### config.mk
export PLATFORM = sky130hd
export DESIGN_NAME = video_timing
export DESIGN_NICKNAME = d
export VERILOG_FILES = /design/src/rtl/video_timing_pkg.sv /design/src/rtl/video_timing_phase_acc.sv /design/src/rtl/video_timing.sv
export SDC_FILE = /design/constraint.sdc
export NUM_CORES = 1
export LEC_CHECK = 0
export BUFFER_PORTS_ARGS = -buffer_cell sky130_fd_sc_hd__buf_2
export CAP_MARGIN = 20
export CORE_MARGIN = 4
export CORE_UTILIZATION = 63
export CTS_CLUSTER_DIAMETER = 120
export CTS_CLUSTER_SIZE = 8
export DETAILED_ROUTE_END_ITERATION = 7
export GPL_TIMING_DRIVEN = 0
export PLACE_DENSITY = 0.86
export SYNTH_ARGS = -nofsm -noshare
export SYNTH_HDL_FRONTEND = slang
export SYNTH_HIERARCHICAL = 1
export SYNTH_SLANG_ARGS = --single-unit
### constraint.sdc
create_clock -name clk -period 3.1 [get_ports clk]
set_input_delay 0.775 -clock clk [delete_from_list [all_inputs] [get_ports clk]]
set_output_delay 0.775 -clock clk [all_outputs]
set_load 0.005 [all_outputs]
### src/rtl/video_timing_pkg.sv
// Shared raster constants, colour codes and the region classifier for the NTSC timing generator.
// The colour codes here match the synthesizer's colour tables.
package video_timing_pkg;

  localparam logic [9:0] H_TOTAL        = 10'd910;
  localparam logic [9:0] H_SYNC         = 10'd67;
  localparam logic [9:0] H_BURST_START  = 10'd76;
  localparam logic [9:0] H_BURST_LEN    = 10'd36;
  localparam logic [9:0] H_ACTIVE_START = 10'd160;
  localparam logic [9:0] H_ACTIVE_LEN   = 10'd640;
  localparam int         PIX_SHIFT      = 2;

  localparam logic [8:0] V_TOTAL        = 9'd262;
  localparam logic [8:0] V_SYNC_START   = 9'd3;
  localparam logic [8:0] V_SYNC_LEN     = 9'd3;
  localparam logic [8:0] V_ACTIVE_START = 9'd40;
  localparam logic [8:0] V_ACTIVE_LEN   = 9'd192;

  localparam logic [7:0] PHASE_INC      = 8'd64;

  localparam logic [5:0] COL_SYNC        = 6'd0;
  localparam logic [5:0] COL_BLANK       = 6'd1;
  localparam logic [5:0] COL_BURST       = 6'd2;
  localparam logic [5:0] COL_FIRST_PIXEL = 6'd3;

  typedef enum logic [1:0] {
    REG_SYNC  = 2'd0,
    REG_BLANK = 2'd1,
    REG_BURST = 2'd2,
    REG_PIXEL = 2'd3
  } region_t;

  // Vsync lines take precedence over everything; they carry broad pulses and no burst.
  function automatic region_t region_of(input logic [9:0] h, input logic [8:0] v);
    region_t r;
    if (v >= V_SYNC_START && v < V_SYNC_START + V_SYNC_LEN)
      r = (h < H_TOTAL - H_SYNC) ? REG_SYNC : REG_BLANK;
    else if (h < H_SYNC)
      r = REG_SYNC;
    else if (h >= H_BURST_START && h < H_BURST_START + H_BURST_LEN)
      r = REG_BURST;
    else if (v >= V_ACTIVE_START && v < V_ACTIVE_START + V_ACTIVE_LEN &&
             h >= H_ACTIVE_START && h < H_ACTIVE_START + H_ACTIVE_LEN)
      r = REG_PIXEL;
    else
      r = REG_BLANK;
    return r;
  endfunction

endpackage

### src/rtl/video_timing_phase_acc.sv
// 8-bit subcarrier NCO: free-running phase accumulator, cleared only by reset.
module video_timing_phase_acc (
  input  logic       clk,
  input  logic       reset,
  input  logic [7:0] inc,
  output logic [7:0] phase
);

  always_ff @(posedge clk) begin
    if (reset) phase <= 8'd0;
    else       phase <= phase + inc;
  end

endmodule

### src/rtl/video_timing.sv
// NTSC raster generator: H/V counters, two-stage pipeline producing colour_num and phase
// aligned on the same cycle, plus pixel fetch requests to a sync-read frame RAM.
module video_timing
  import video_timing_pkg::*;
(
  input  logic       clk,
  input  logic       reset,
  output logic       pix_req,
  output logic [7:0] pix_x,
  output logic [7:0] pix_y,
  input  logic [5:0] pix_colour,
  output logic [5:0] colour_num,
  output logic [7:0] phase,
  output logic       line_start,
  output logic       frame_start
);

  // Frame RAM interface: pix_x/pix_y are a valid address only while pix_req=1; the RAM
  // returns pix_colour on the following cycle, with no stall or backpressure.

  logic [9:0] h;
  logic [8:0] v;
  logic [7:0] acc;
  region_t    region_c;

  region_t    region_s1;
  logic [7:0] acc_s1;
  logic       line_s1;
  logic       frame_s1;

  region_t    region_s2;

  always_ff @(posedge clk) begin
    if (reset) begin
      h <= 10'd0;
      v <= 9'd0;
    end else if (h == H_TOTAL - 10'd1) begin
      h <= 10'd0;
      v <= (v == V_TOTAL - 9'd1) ? 9'd0 : v + 9'd1;
    end else begin
      h <= h + 10'd1;
    end
  end

  video_timing_phase_acc u_phase_acc (
    .clk   (clk),
    .reset (reset),
    .inc   (PHASE_INC),
    .phase (acc)
  );

  assign region_c = region_of(h, v);

  // Stage 1: classify and issue the RAM address; address holds outside active pixels.
  always_ff @(posedge clk) begin
    if (reset) begin
      region_s1 <= REG_SYNC;
      pix_req   <= 1'b0;
      pix_x     <= 8'd0;
      pix_y     <= 8'd0;
      acc_s1    <= 8'd0;
      line_s1   <= 1'b0;
      frame_s1  <= 1'b0;
    end else begin
      region_s1 <= region_c;
      pix_req   <= (region_c == REG_PIXEL);
      if (region_c == REG_PIXEL) begin
        pix_x <= 8'((h - H_ACTIVE_START) >> PIX_SHIFT);
        pix_y <= 8'(v - V_ACTIVE_START);
      end
      acc_s1    <= acc;
      line_s1   <= (h == 10'd0);
      frame_s1  <= (h == 10'd0) && (v == 9'd0);
    end
  end

  // Stage 2: the RAM data arrives this cycle, so the final colour mux is combinational.
  always_ff @(posedge clk) begin
    if (reset) begin
      region_s2   <= REG_SYNC;
      phase       <= 8'd0;
      line_start  <= 1'b0;
      frame_start <= 1'b0;
    end else begin
      region_s2   <= region_s1;
      phase       <= acc_s1;
      line_start  <= line_s1;
      frame_start <= frame_s1;
    end
  end

  // RAM codes below COL_FIRST_PIXEL would alias sync/blank/burst, so they become blank.
  always_comb begin
    colour_num = COL_BLANK;
    case (region_s2)
      REG_SYNC:  colour_num = COL_SYNC;
      REG_BLANK: colour_num = COL_BLANK;
      REG_BURST: colour_num = COL_BURST;
      REG_PIXEL: colour_num = (pix_colour < COL_FIRST_PIXEL) ? COL_BLANK : pix_colour;
      default:   colour_num = COL_BLANK;
    endcase
  end

endmodule

; Word level (Yosys, flattened, before mapping)
; Cells that the tools add are included.
[totals]
register_bits = 68
inputBits = 8
output_inout_bits = 33
elab_cells = 54
[classes]
n_addsub = 5
order_cmp = 11
n_eq_ne = 6
muxes = 8
n_reduce_logical = 10
[op_table]
columns = cell, n
row1 = one-hot mux 6 bit (4 select lines), 1
row2 = "< comparator 10 bit, second input constant", 2
row3 = "< comparator 10 x 7 -> 1 bit, second input constant", 2
row4 = "adder 10 x 1 -> 10 bit, second input constant", 1
row5 = "equality test 10 bit, second input constant", 1
row6 = "greater-or-equal comparator 10 x 7 -> 1 bit, second input constant", 1
row7 = "greater-or-equal comparator 10 x 8 -> 1 bit, second input constant", 1
row8 = zero test 10 bit, 1
row9 = "subtractor 10 x 8 -> 10 bit, second input constant", 1
row10 = "adder 9 x 1 -> 9 bit, second input constant", 1
row11 = "equality test 9 bit, second input constant", 1
row12 = "greater-or-equal comparator 9 x 2 -> 1 bit, second input constant", 1
row13 = "greater-or-equal comparator 9 x 6 -> 1 bit, second input constant", 1
row14 = zero test 9 bit, 1
row15 = "< comparator 9 x 3 -> 1 bit, second input constant", 1
row16 = "< comparator 9 x 8 -> 1 bit, second input constant", 1
row17 = two-way mux 9 bit, 1
row18 = "adder 8 x 7 -> 8 bit, second input constant", 1
row19 = two-way mux 2 bit, 4
row20 = "subtractor 8 x 6 -> 8 bit, second input constant", 1
row21 = "equality test 2 bit, second input constant", 3
row22 = logical AND 1 bit, 6
row23 = "< comparator 6 x 2 -> 1 bit, second input constant", 1
row24 = two-way mux 6 bit, 1
row25 = other kinds (4), 4

; Depth between registers and ports, before layout
; Gate-level depths: netlist of the first run.
[depth]
ltp_word = 9
depth_mapped = 9
depth_no_buf = 7

; Cells and area by module
; The synthesis of the first run kept the hierarchy.
[by_module_without_submodules]
columns = mod, instances, cells_each, area_each_um2, seq_area_each_um2
row1 = video_timing, 1, 285, 2610.0, 1201.2
row2 = video_timing_phase_acc, 1, 58, 535.5, 160.2

; Worst setup path after synthesis of the first run
; Ideal clock, no wire load.
[synth_path]
path_kind = input to output
start = input pix_colour[5]
end = output colour_num[1]
arrival_ns = 1.302
required_time_ns = 2.325
slack_ns = 1.023
stages = 4
n_path_buf = 0
path_cell_list = nor4_1 nand2b_1 nand2_1 a21oi_1
[synth_via]
elab_chain_len = 3
[synth_rtl]
columns = item, line
row1 = from (decl), video_timing.sv:11  ; input logic [5:0] pix_colour,
row2 = < comparator 6 x 2 -> 1 bit, video_timing.sv:99  ; REG_PIXEL: colour_num = (pix_colour < COL_FIRST_PIXEL) ? COL_BLANK : pix_colour;
row3 = two-way mux 6 bit, video_timing.sv:99
row4 = one-hot mux 6 bit (4 select lines), video_timing.sv:95  ; case (region_s2)
row5 = to (decl), video_timing.sv:12  ; output logic [5:0] colour_num,
; No other way between the ends.

; Worst setup path after layout of the first run
[layout_path]
start = register v[4]
end = register pix_x[6]
[layout_via]
elab_chain_len = 9
word_cells_on_any_way = 13
classes_between = order compare: 4 / eq/ne: 1 / mux: 4 / reduce/logical: 4
[layout_rtl]
columns = item, line
row1 = from (decl), video_timing.sv:22  ; logic [8:0] v;
row2 = from (signal assigned), video_timing.sv:39  ; v <= (v == V_TOTAL - 9'd1) ? 9'd0 : v + 9'd1;
row3 = greater-or-equal comparator 9 x 6 -> 1 bit / < comparator 9 x 8 -> 1 bit (equally long branches), video_timing_pkg.sv:42  ; else if (v >= V_ACTIVE_START && v < V_ACTIVE_START + V_ACTIVE_LEN &&
row4 = logical AND 1 bit (2 in series), video_timing_pkg.sv:42
row5 = logical AND 1 bit, video_timing_pkg.sv:43  ; h >= H_ACTIVE_START && h < H_ACTIVE_START + H_ACTIVE_LEN)
row6 = two-way mux 2 bit, video_timing_pkg.sv:42
row7 = two-way mux 2 bit, video_timing_pkg.sv:40  ; else if (h >= H_BURST_START && h < H_BURST_START + H_BURST_LEN)
row8 = two-way mux 2 bit, video_timing_pkg.sv:38  ; else if (h < H_SYNC)
row9 = two-way mux 2 bit (*), video_timing_pkg.sv:36  ; if (v >= V_SYNC_START && v < V_SYNC_START + V_SYNC_LEN)
row10 = equality test 2 bit (*), video_timing.sv:67  ; if (region_c == REG_PIXEL) begin
row11 = to (signal assigned), video_timing.sv:68  ; pix_x <= 8'((h - H_ACTIVE_START) >> PIX_SHIFT);
row12 = to (decl), video_timing.sv:9  ; output logic [7:0] pix_x,
; Mark *: on every way between the ends. The rest lies on a longest branch, timed or not.
; A chain may end at the register's enable or synchronous reset.

==> reports/qor.yml, run 1 <==
final_layout:
  insertedDiodeCount: 0
  drive_above_1_share: 0.187
  layout.core_utilization: 0.763
  area_delta_synth_final_pct: 16.1
  layout.filler_cells: 347
  final_net_count: 431
critical_path:
  worstSetupStartpointType: "flip-flop"
  required_ns: 3.32
  critical_path.endpoint_type: "flip-flop"
  crit_chain: "inv_1 -> ha_1 -> nor4b_1 -> o21a_1 -> o311ai_1 -> clkbuf_1 -> mux2i_1 -> nor2_1"
  crit-reg2reg-launch: "v[4]$_SDFFE_PP0P_"
  slowest_stage: "sky130_fd_sc_hd__dfxtp_1"
  worst-path-max-fanout: 10
  critPathKind: "flip-flop to flip-flop"
  cpLargestDelayFamily: "buffers and inverters"
  cp.buffers_inverters: 2
  critPathArrivalTime_ns: 2.69
  crit_path_max_incr_delay_ns: 0.49
  crit_path_start: "v[4]$_SDFFE_PP0P_"
synthesis:
  synth_sequential_area_ratio: 0.433
  yosys-top-cells-area: "sky130_fd_sc_hd__dfxtp_1 (43%), sky130_fd_sc_hd__ha_1 (8.0%), sky130_fd_sc_hd__nor2_1 (4.8%), sky130_fd_sc_hd__nor2b_1 (4.6%), sky130_fd_sc_hd__mux2i_1 (3.8%)"
  ffs_w_async_s_r_synth: 0
  ys_seq_elements: 68
  synth_top_flop_cell: "sky130_fd_sc_hd__dfxtp_1"
  post_synth_num_cell_types: 52
  yosysMostFrequentCell: "sky130_fd_sc_hd__dfxtp_1"
  summed_instance_area_of_the_synthesized_netlist_um2: 3150
  ys_warn_count: 6
  postSynthAreaPerCell_um2: 9.17
  edff_count_synth: 0
  netlist.area_leader.share: 0.433
  postSynthCellCount: 343
  synth_top_cells_by_count: "sky130_fd_sc_hd__dfxtp_1 (68), sky130_fd_sc_hd__nor2_1 (40), sky130_fd_sc_hd__nor2b_1 (23)"
  yosys.area.top_type: "sky130_fd_sc_hd__dfxtp_1"
floorplanning:
  floorplan.initialDensity: 0.657
  rows: 25
  design.die.area_um2: 6190
  ioPinCount: 41
  die_height_um: 78.7
  core_um2: 4790
  die_width_um: 78.7
route:
  postRouteAntennaNets: 0
  route.detailed.wl_per_inst_um: 13.7
  initialDrtViolationCount: 228
  post-route-drc-count: 0
  via_per_inst: 5.39
  route.final.wire_length_um: 6500
  dr_total_vias: 2556
  first_pass_iters: 6
clocking:
  cts.path.max_buffers: 2
  cts.htree.levels: 3
  cts-hold-fix-buffers: 0
  post_cts_resized: 0
  clk_root_buffer_cell: "sky130_fd_sc_hd__clkbuf_8"
  cts_made_buffers: 9
  postCtsSetupBuffers: 0
  path_clk_slew_ns: 0.07
  numClockSinks: 68
  tritoncts: "built"
  clock_latency_ns: 0.34
placed_design:
  routabilityCongestion: 0.875
  port_buffers: 40
  detailedPlacementHpwl_um: 4590
power_and_ir_drop:
  power.static_leakage_nw: 1.71
  powerDensity_nw_per_um2: 526
  vdd_ir_drop_max_mv: 0.442
timing:
  report.final.setup_viol: 0
  timing_worst_slew_pin_value_ns: 0.838
  fin_skew_ns: 0.00714
  slew_headroom: 0.427
  period_minus_slack_ns: 2.47
  slew_violations: 0
  rsz_0062_raised_after_global_routing: "no"
  upper_clock_frequency_limit_mhz: 405
  fin_setup_tns_ns: 0
  timing.final.crit_share: 0.797
  final-hold-violation-count: 0
run_status:
  outcome: "completed"
global_routing:
  grt_pass1_wl_um: 10600
  global_route.usage.total: 0.220
  grt-ovfl-total: 0
  grt_max_degree: 13
  antenna_found_initial: 0
  first_global_vias: 2384
hold_path:
  hp-start: "acc_s1[0]$_SDFF_PP0_"
  min_delay_path_class: "flip-flop to flip-flop"
run:
  cap_violations: 0
-- cell usage in the layout, fill, tap and decap left out, types with 7 or more instances in the layout --
cell | synthesis | routed
sky130_fd_sc_hd__nand3_1 | 7 | 7
sky130_fd_sc_hd__nor3_1 | 10 | 10
sky130_fd_sc_hd__dfxtp_1 | 68 | 68
sky130_fd_sc_hd__clkbuf_8 | 0 | 9
sky130_fd_sc_hd__conb_1 | 2 | 9
sky130_fd_sc_hd__a21oi_1 | 15 | 15
sky130_fd_sc_hd__ha_1 | 20 | 20
sky130_fd_sc_hd__and3_1 | 7 | 7
sky130_fd_sc_hd__nand2_1 | 15 | 15
sky130_fd_sc_hd__mux2i_1 | 12 | 12
sky130_fd_sc_hd__xor2_1 | 12 | 12
sky130_fd_sc_hd__buf_2 | 6 | 47
sky130_fd_sc_hd__inv_1 | 15 | 15
sky130_fd_sc_hd__nor2_1 | 40 | 40
sky130_fd_sc_hd__xnor2_1 | 9 | 9
sky130_fd_sc_hd__nor2b_1 | 23 | 23
sky130_fd_sc_hd__clkbuf_1 | 11 | 12
-- layout make-up --
type | instances | area [um^2] | area share
buffer | 21 | 103 | 0.0281
clock buffer | 10 | 128 | 0.0349
clock inverter | 6 | 65.1 | 0.0178
inverter | 15 | 56.3 | 0.0154
multi-input combinational | 246 | 1650 | 0.452
sequential | 68 | 1360 | 0.373
tap | 67 | 83.8 | 0.0229
timing repair buffer | 41 | 205 | 0.0562
-- through the flow --
stage | total power (W) | std cells | hold WS, ns | area, um^2 | setup slack (ns)
after CTS | 0.00192 | 473 | 0.439 | 3650 | 0.662
after detailed placement | 0.00122 | 457 | 0.423 | 3460 | 0.725
after global placement | 0.00121 | 457 | 0.420 | 3460 | 0.729
final | 0.00192 | 474 | 0.435 | 3650 | 0.629
after global routing | 0.00202 | 474 | 0.459 | 3650 | 0.379
after floorplan | 0.00117 | 350 | 0.414 | 3170 | 1.02
-- worst register-to-register path, cell delays in order, from the launching register on --
cell and delay, ns:
sky130_fd_sc_hd__dfxtp_1 0.49, sky130_fd_sc_hd__inv_1 0.17, sky130_fd_sc_hd__ha_1 0.22, sky130_fd_sc_hd__nor4b_1 0.15, sky130_fd_sc_hd__o21a_1 0.19, sky130_fd_sc_hd__o311ai_1 0.39, sky130_fd_sc_hd__clkbuf_1 0.45, sky130_fd_sc_hd__mux2i_1 0.24
sky130_fd_sc_hd__nor2_1 0.05
-- routing by layer --
layer	part of all wire	global-route usage	wire [um]	vias to the layer above
met2	0.49	0.354	3200	89
met5	0	0	0	-
met1	0.43	0.268	2780	1173
met4	0.016	0.101	107	0
li1	-	-	-	1275
met3	0.063	0.0700	412	19
-- worst paths after layout --
check	to	slack, ns	cells past startpoint
worst min-delay path	phase[0]$_SDFF_PP0_	0.43	1
worst max-delay path	pix_x[6]$_SDFFE_PP0N_	0.63	8
worst max register to register	pix_x[6]$_SDFFE_PP0N_	0.63	8
worst min register to register	phase[0]$_SDFF_PP0_	0.43	1
-- logic make-up after synthesis --
logic type               count (synthesis)  share of synthesized area
multiplexers                            12                     0.0382
flip-flops                              68                      0.433
AND/OR/NAND/NOR                        137                      0.232
adder cells (fa/ha/maj)                 21                     0.0859
AO/OA/AOI/OAI                           46                     0.0994
other                                    2                    0.00239
XOR/XNOR                                21                     0.0585
buffers and inverters                   36                     0.0505
-- state kept, by name, indices dropped and copies added, names as in the netlist, 2 cells and up --
register           cells
h                     10
v                      9
acc_s1                 8
phase                  8
pix_x                  8
pix_y                  8
u_phase_acc/phase      8
region_s1              2
region_s2              2
-- where the power goes --
group          switching [W]  internal [W]
Sequential         0.0000219      0.000933
Clock               0.000336      0.000371
Combinational       0.000134      0.000124
Note: power is estimated with default switching activity, not from simulation.
==> run 2: changes to the inputs <==
--- a/config.mk
+++ b/config.mk
@@ -8,12 +8,12 @@
 export BUFFER_PORTS_ARGS = -buffer_cell sky130_fd_sc_hd__buf_2
 export CAP_MARGIN = 20
 export CORE_MARGIN = 4
-export CORE_UTILIZATION = 63
+export CORE_UTILIZATION = 52
 export CTS_CLUSTER_DIAMETER = 120
 export CTS_CLUSTER_SIZE = 8
 export DETAILED_ROUTE_END_ITERATION = 7
 export GPL_TIMING_DRIVEN = 0
-export PLACE_DENSITY = 0.86
+export PLACE_DENSITY = 0.76
 export SYNTH_ARGS = -nofsm -noshare
 export SYNTH_HDL_FRONTEND = slang
 export SYNTH_HIERARCHICAL = 1
==> constraint.sdc (replaced) <==
create_clock -name clk -period 2.13 [get_ports clk]
set_input_delay 0.5325 -clock clk [delete_from_list [all_inputs] [get_ports clk]]
set_output_delay 0.5325 -clock clk [all_outputs]
set_load 0.005 [all_outputs]
==> run 2 against run 1 <==
Compared with the run above:
- routed wire length down 2.2%
- worst hold slack worse by 0.0049 ns
- sequential share of layout area down 0.82 points
- power up 42%
- via count down 1.6%
- flip-flop and latch count unchanged
- critical endpoint is now v[5]$_SDFFE_PP0P_
- largest cell class unchanged
- largest power group unchanged
==> reports/qor.yml, run 2 (synthesis results as in run 1) <==
timing:
  final.setup.worst_slack_ns: 0.0482  # was 0.629 ns
  period_minus_slack_ns: 2.08  # was 2.47 ns
  report.final.setup_viol: 0  # unchanged
  upper_clock_frequency_limit_mhz: 480  # was 405 MHz
  final-hold-violation-count: 0  # unchanged
  timing.final.crit_share: 0.977  # was 0.797
  slew_violations: 0  # unchanged
  timing_worst_slew_pin_value_ns: 0.634  # was 0.838 ns
  slew_headroom: 0.573  # was 0.427
  fin_skew_ns: 0.00813  # was 0.00714 ns
placed_design:
  port_buffers: 40  # unchanged
  setup_slack_placement_ns: -0.306  # was 0.725 ns
  detailedPlacementHpwl_um: 4530  # was 4590 um
  placed_cells_incl_taps: 465  # was 457
  routabilityCongestion: 0.873  # was 0.875
  placedInstanceArea_um2: 3470  # was 3460 um^2
final_layout:
  final_net_count: 432  # was 431
  area_delta_synth_final_pct: 19.4  # was 16.1%
  insertedDiodeCount: 0  # unchanged
  mostFrequentLayoutCell: "sky130_fd_sc_hd__dfxtp_1"  # unchanged
  mostFrequentLayoutCells: "sky130_fd_sc_hd__dfxtp_1 (64), sky130_fd_sc_hd__buf_2 (45), sky130_fd_sc_hd__nor2_1 (40), sky130_fd_sc_hd__nor2b_1 (23), sky130_fd_sc_hd__ha_1 (20)"  # was sky130_fd_sc_hd__dfxtp_1 (68), sky130_fd_sc_hd__buf_2 (47), sky130_fd_sc_hd__nor2_1 (40), sky130_fd_sc_hd__nor2b_1 (23), sky130_fd_sc_hd__ha_1 (20)
  post_layout_instance_count_excluding_filler_cells: 483  # was 474
  layout.core_utilization: 0.638  # was 0.763
  largest_register_ffs: 10  # unchanged
  regMostFlops: "h"  # unchanged
  drive_above_1_share: 0.221  # was 0.187
  reg.largest.list: "h: 10 flops, v: 9 flops"  # unchanged
  final_cell_area_um2: 3760  # was 3650 um^2
route:
  route.final.wire_length_um: 6350  # was 6500 um
  postRouteAntennaNets: 0  # unchanged
  dr_total_vias: 2515  # was 2556
  route.detailed.wl_per_inst_um: 13.2  # was 13.7 um
  post-route-drc-count: 0  # unchanged
  first_pass_iters: 4  # was 6
  via_per_inst: 5.21  # was 5.39
  initialDrtViolationCount: 137  # was 228
power_and_ir_drop:
  combPwrFrac: 0.137  # was 0.134
  vdd_ir_drop_max_mv: 0.362  # was 0.442 mV
  power.static_leakage_nw: 1.72  # was 1.71 nW
  powerDensity_nw_per_um2: 727  # was 526 nW/um^2
  clockPowerShare: 0.354  # was 0.368
  switchingPower_w: 0.000758  # was 0.000492 W
  power.internal_w: 0.00197  # was 0.00143 W
  netSwitchingFraction: 0.278  # was 0.256
  seq_power_share: 0.509  # was 0.497
floorplanning:
  ioPinCount: 41  # unchanged
  die_width_um: 85.8  # was 78.7 um
  design.die.area_um2: 7360  # was 6190 um^2
  core_um2: 5890  # was 4790 um^2
  floorplan.initialDensity: 0.534  # was 0.657
  die_height_um: 85.8  # was 78.7 um
  rows: 28  # was 25
critical_path:
  worst_setup_path_endpoint: "v[5]$_SDFFE_PP0P_"  # was pix_x[6]$_SDFFE_PP0N_
  required_ns: 2.41  # was 3.32 ns
  crit_chain: "buf_6 -> or3_4 -> or4_1 -> buf_6 -> or3_1 -> a21oi_2"  # was inv_1 -> ha_1 -> nor4b_1 -> o21a_1 -> o311ai_1 -> clkbuf_1 -> mux2i_1 -> nor2_1
  r2r-end: "v[5]$_SDFFE_PP0P_"  # was pix_x[6]$_SDFFE_PP0N_
  critical-path-top-cell-by-count: "sky130_fd_sc_hd__buf_6"
  critPathArrivalTime_ns: 2.36  # was 2.69 ns
  path_depth: 6  # was 8
  slowest_stage: "sky130_fd_sc_hd__or4_1"  # was sky130_fd_sc_hd__dfxtp_1
  critical_path.endpoint_type: "flip-flop"  # unchanged
  ff2ff_setup_slack_ns: 0.05  # was 0.63 ns
  cp.buffers_inverters: 2  # unchanged
  crit-reg2reg-launch: "h[6]$_SDFF_PP0_"  # was v[4]$_SDFFE_PP0P_
  r2r_cells: 6  # was 8
  crit_path_max_incr_delay_ns: 0.53  # was 0.49 ns
  worst-path-max-fanout: 8  # was 10
  critPathKind: "flip-flop to flip-flop"  # unchanged
  cpLargestDelayFamily: "simple AND/OR/NAND/NOR gates"  # was buffers and inverters
  worstSetupStartpointType: "flip-flop"  # unchanged
  crit_path_start: "h[6]$_SDFF_PP0_"  # was v[4]$_SDFFE_PP0P_
run_status:
  outcome: "completed"  # unchanged
clocking:
  numClockSinks: 68  # unchanged
  clock_latency_ns: 0.34  # about the same
  cts.path.max_buffers: 2  # unchanged
  cts_made_buffers: 9  # unchanged
  clk_root_buffer_cell: "sky130_fd_sc_hd__clkbuf_8"  # unchanged
  cts.htree.levels: 3  # unchanged
  tritoncts: "built"  # unchanged
  path_clk_slew_ns: 0.08  # was 0.07 ns
global_routing:
  grt_pass1_wl_um: 10600  # about the same
  global_route.usage.total: 0.181  # was 0.220
  first_global_vias: 2364  # was 2384
  antenna_found_initial: 0  # unchanged
  grt-ovfl-total: 0  # unchanged
  grt_max_degree: 15  # was 13
run:
  cap_violations: 0  # unchanged
hold_path:
  min_delay_path_class: "flip-flop to flip-flop"  # unchanged
  hp-start: "acc_s1[7]$_SDFF_PP0_"  # was acc_s1[0]$_SDFF_PP0_
## run 2: layer usage
metal / global-route usage / vias up / wire [um]
met4: 0.0935 / 0 / 151
met3: 0.0509 / 18 / 386
met1: 0.233 / 1157 / 2880
met5: 0 / - / 0
li1: - / 1274 / -
met2: 0.277 / 66 / 2940
## run 2: worst min path at each step
stage | to | slack (ns) | cells past startpoint
5_1_grt | phase[7]$_SDFF_PP0_ | 0.44 | 1
4_1_cts | phase[7]$_SDFF_PP0_ | 0.43 | 1
6_report | phase[7]$_SDFF_PP0_ | 0.43 | 1
3_3_place_gp | phase[1]$_SDFF_PP0_ | 0.42 | 1
3_5_place_dp | phase[7]$_SDFF_PP0_ | 0.42 | 1
2_1_floorplan | frame_start$_SDFF_PP0_ | 0.41 | 1
## run 2: worst register-to-register path: cells and delay by family, from the launching register on
family,cells,cell delay (ns)
compound gates,1,0.13
flops,1,0.33
buf+inv,2,0.28
simple gates,3,1.28
## run 2: final cells by class
class / count / area, um^2
inverters: 15 / 56.3
flip-flops and latches: 68 / 1370
clock buffers: 9 / 124
multi-input cells: 246 / 1710
plain buffers: 21 / 123
fillers: 493 / 2130
well taps: 75 / 93.8
repair buffers: 42 / 219
clock inverters: 7 / 57.6
## run 2: timing repair
action,CTS,global route
setup endpoints to repair,25,21
cloned,0,1
resized for setup,6,24
pin swaps,0,3
hold buffers,0,0
buffers inserted,0,1
## run 2: power by group through the flow
| stage | Clock [W] | Combinational [W] | Sequential [W] |
|---|---|---|---|
| global route | 0.00105 | 0.000430 | 0.00140 |
| detailed placement | 0 | 0.000358 | 0.00142 |
| CTS | 0.000988 | 0.000360 | 0.00139 |
| floorplan | 0 | 0.000287 | 0.00141 |
| finish | 0.000967 | 0.000374 | 0.00139 |
| global placement | 0 | 0.000347 | 0.00142 |
## run 2: per-stage QoR
step | hold slack (ns) | total power (W) | setup TNS, ns
2_1_floorplan | 0.414 | 0.00170 | 0
3_3_place_gp | 0.416 | 0.00177 | -3.72
3_5_place_dp | 0.420 | 0.00178 | -4.50
4_1_cts | 0.430 | 0.00274 | -0.130
5_1_grt | 0.445 | 0.00288 | -0.00436
6_report | 0.430 | 0.00273 | 0
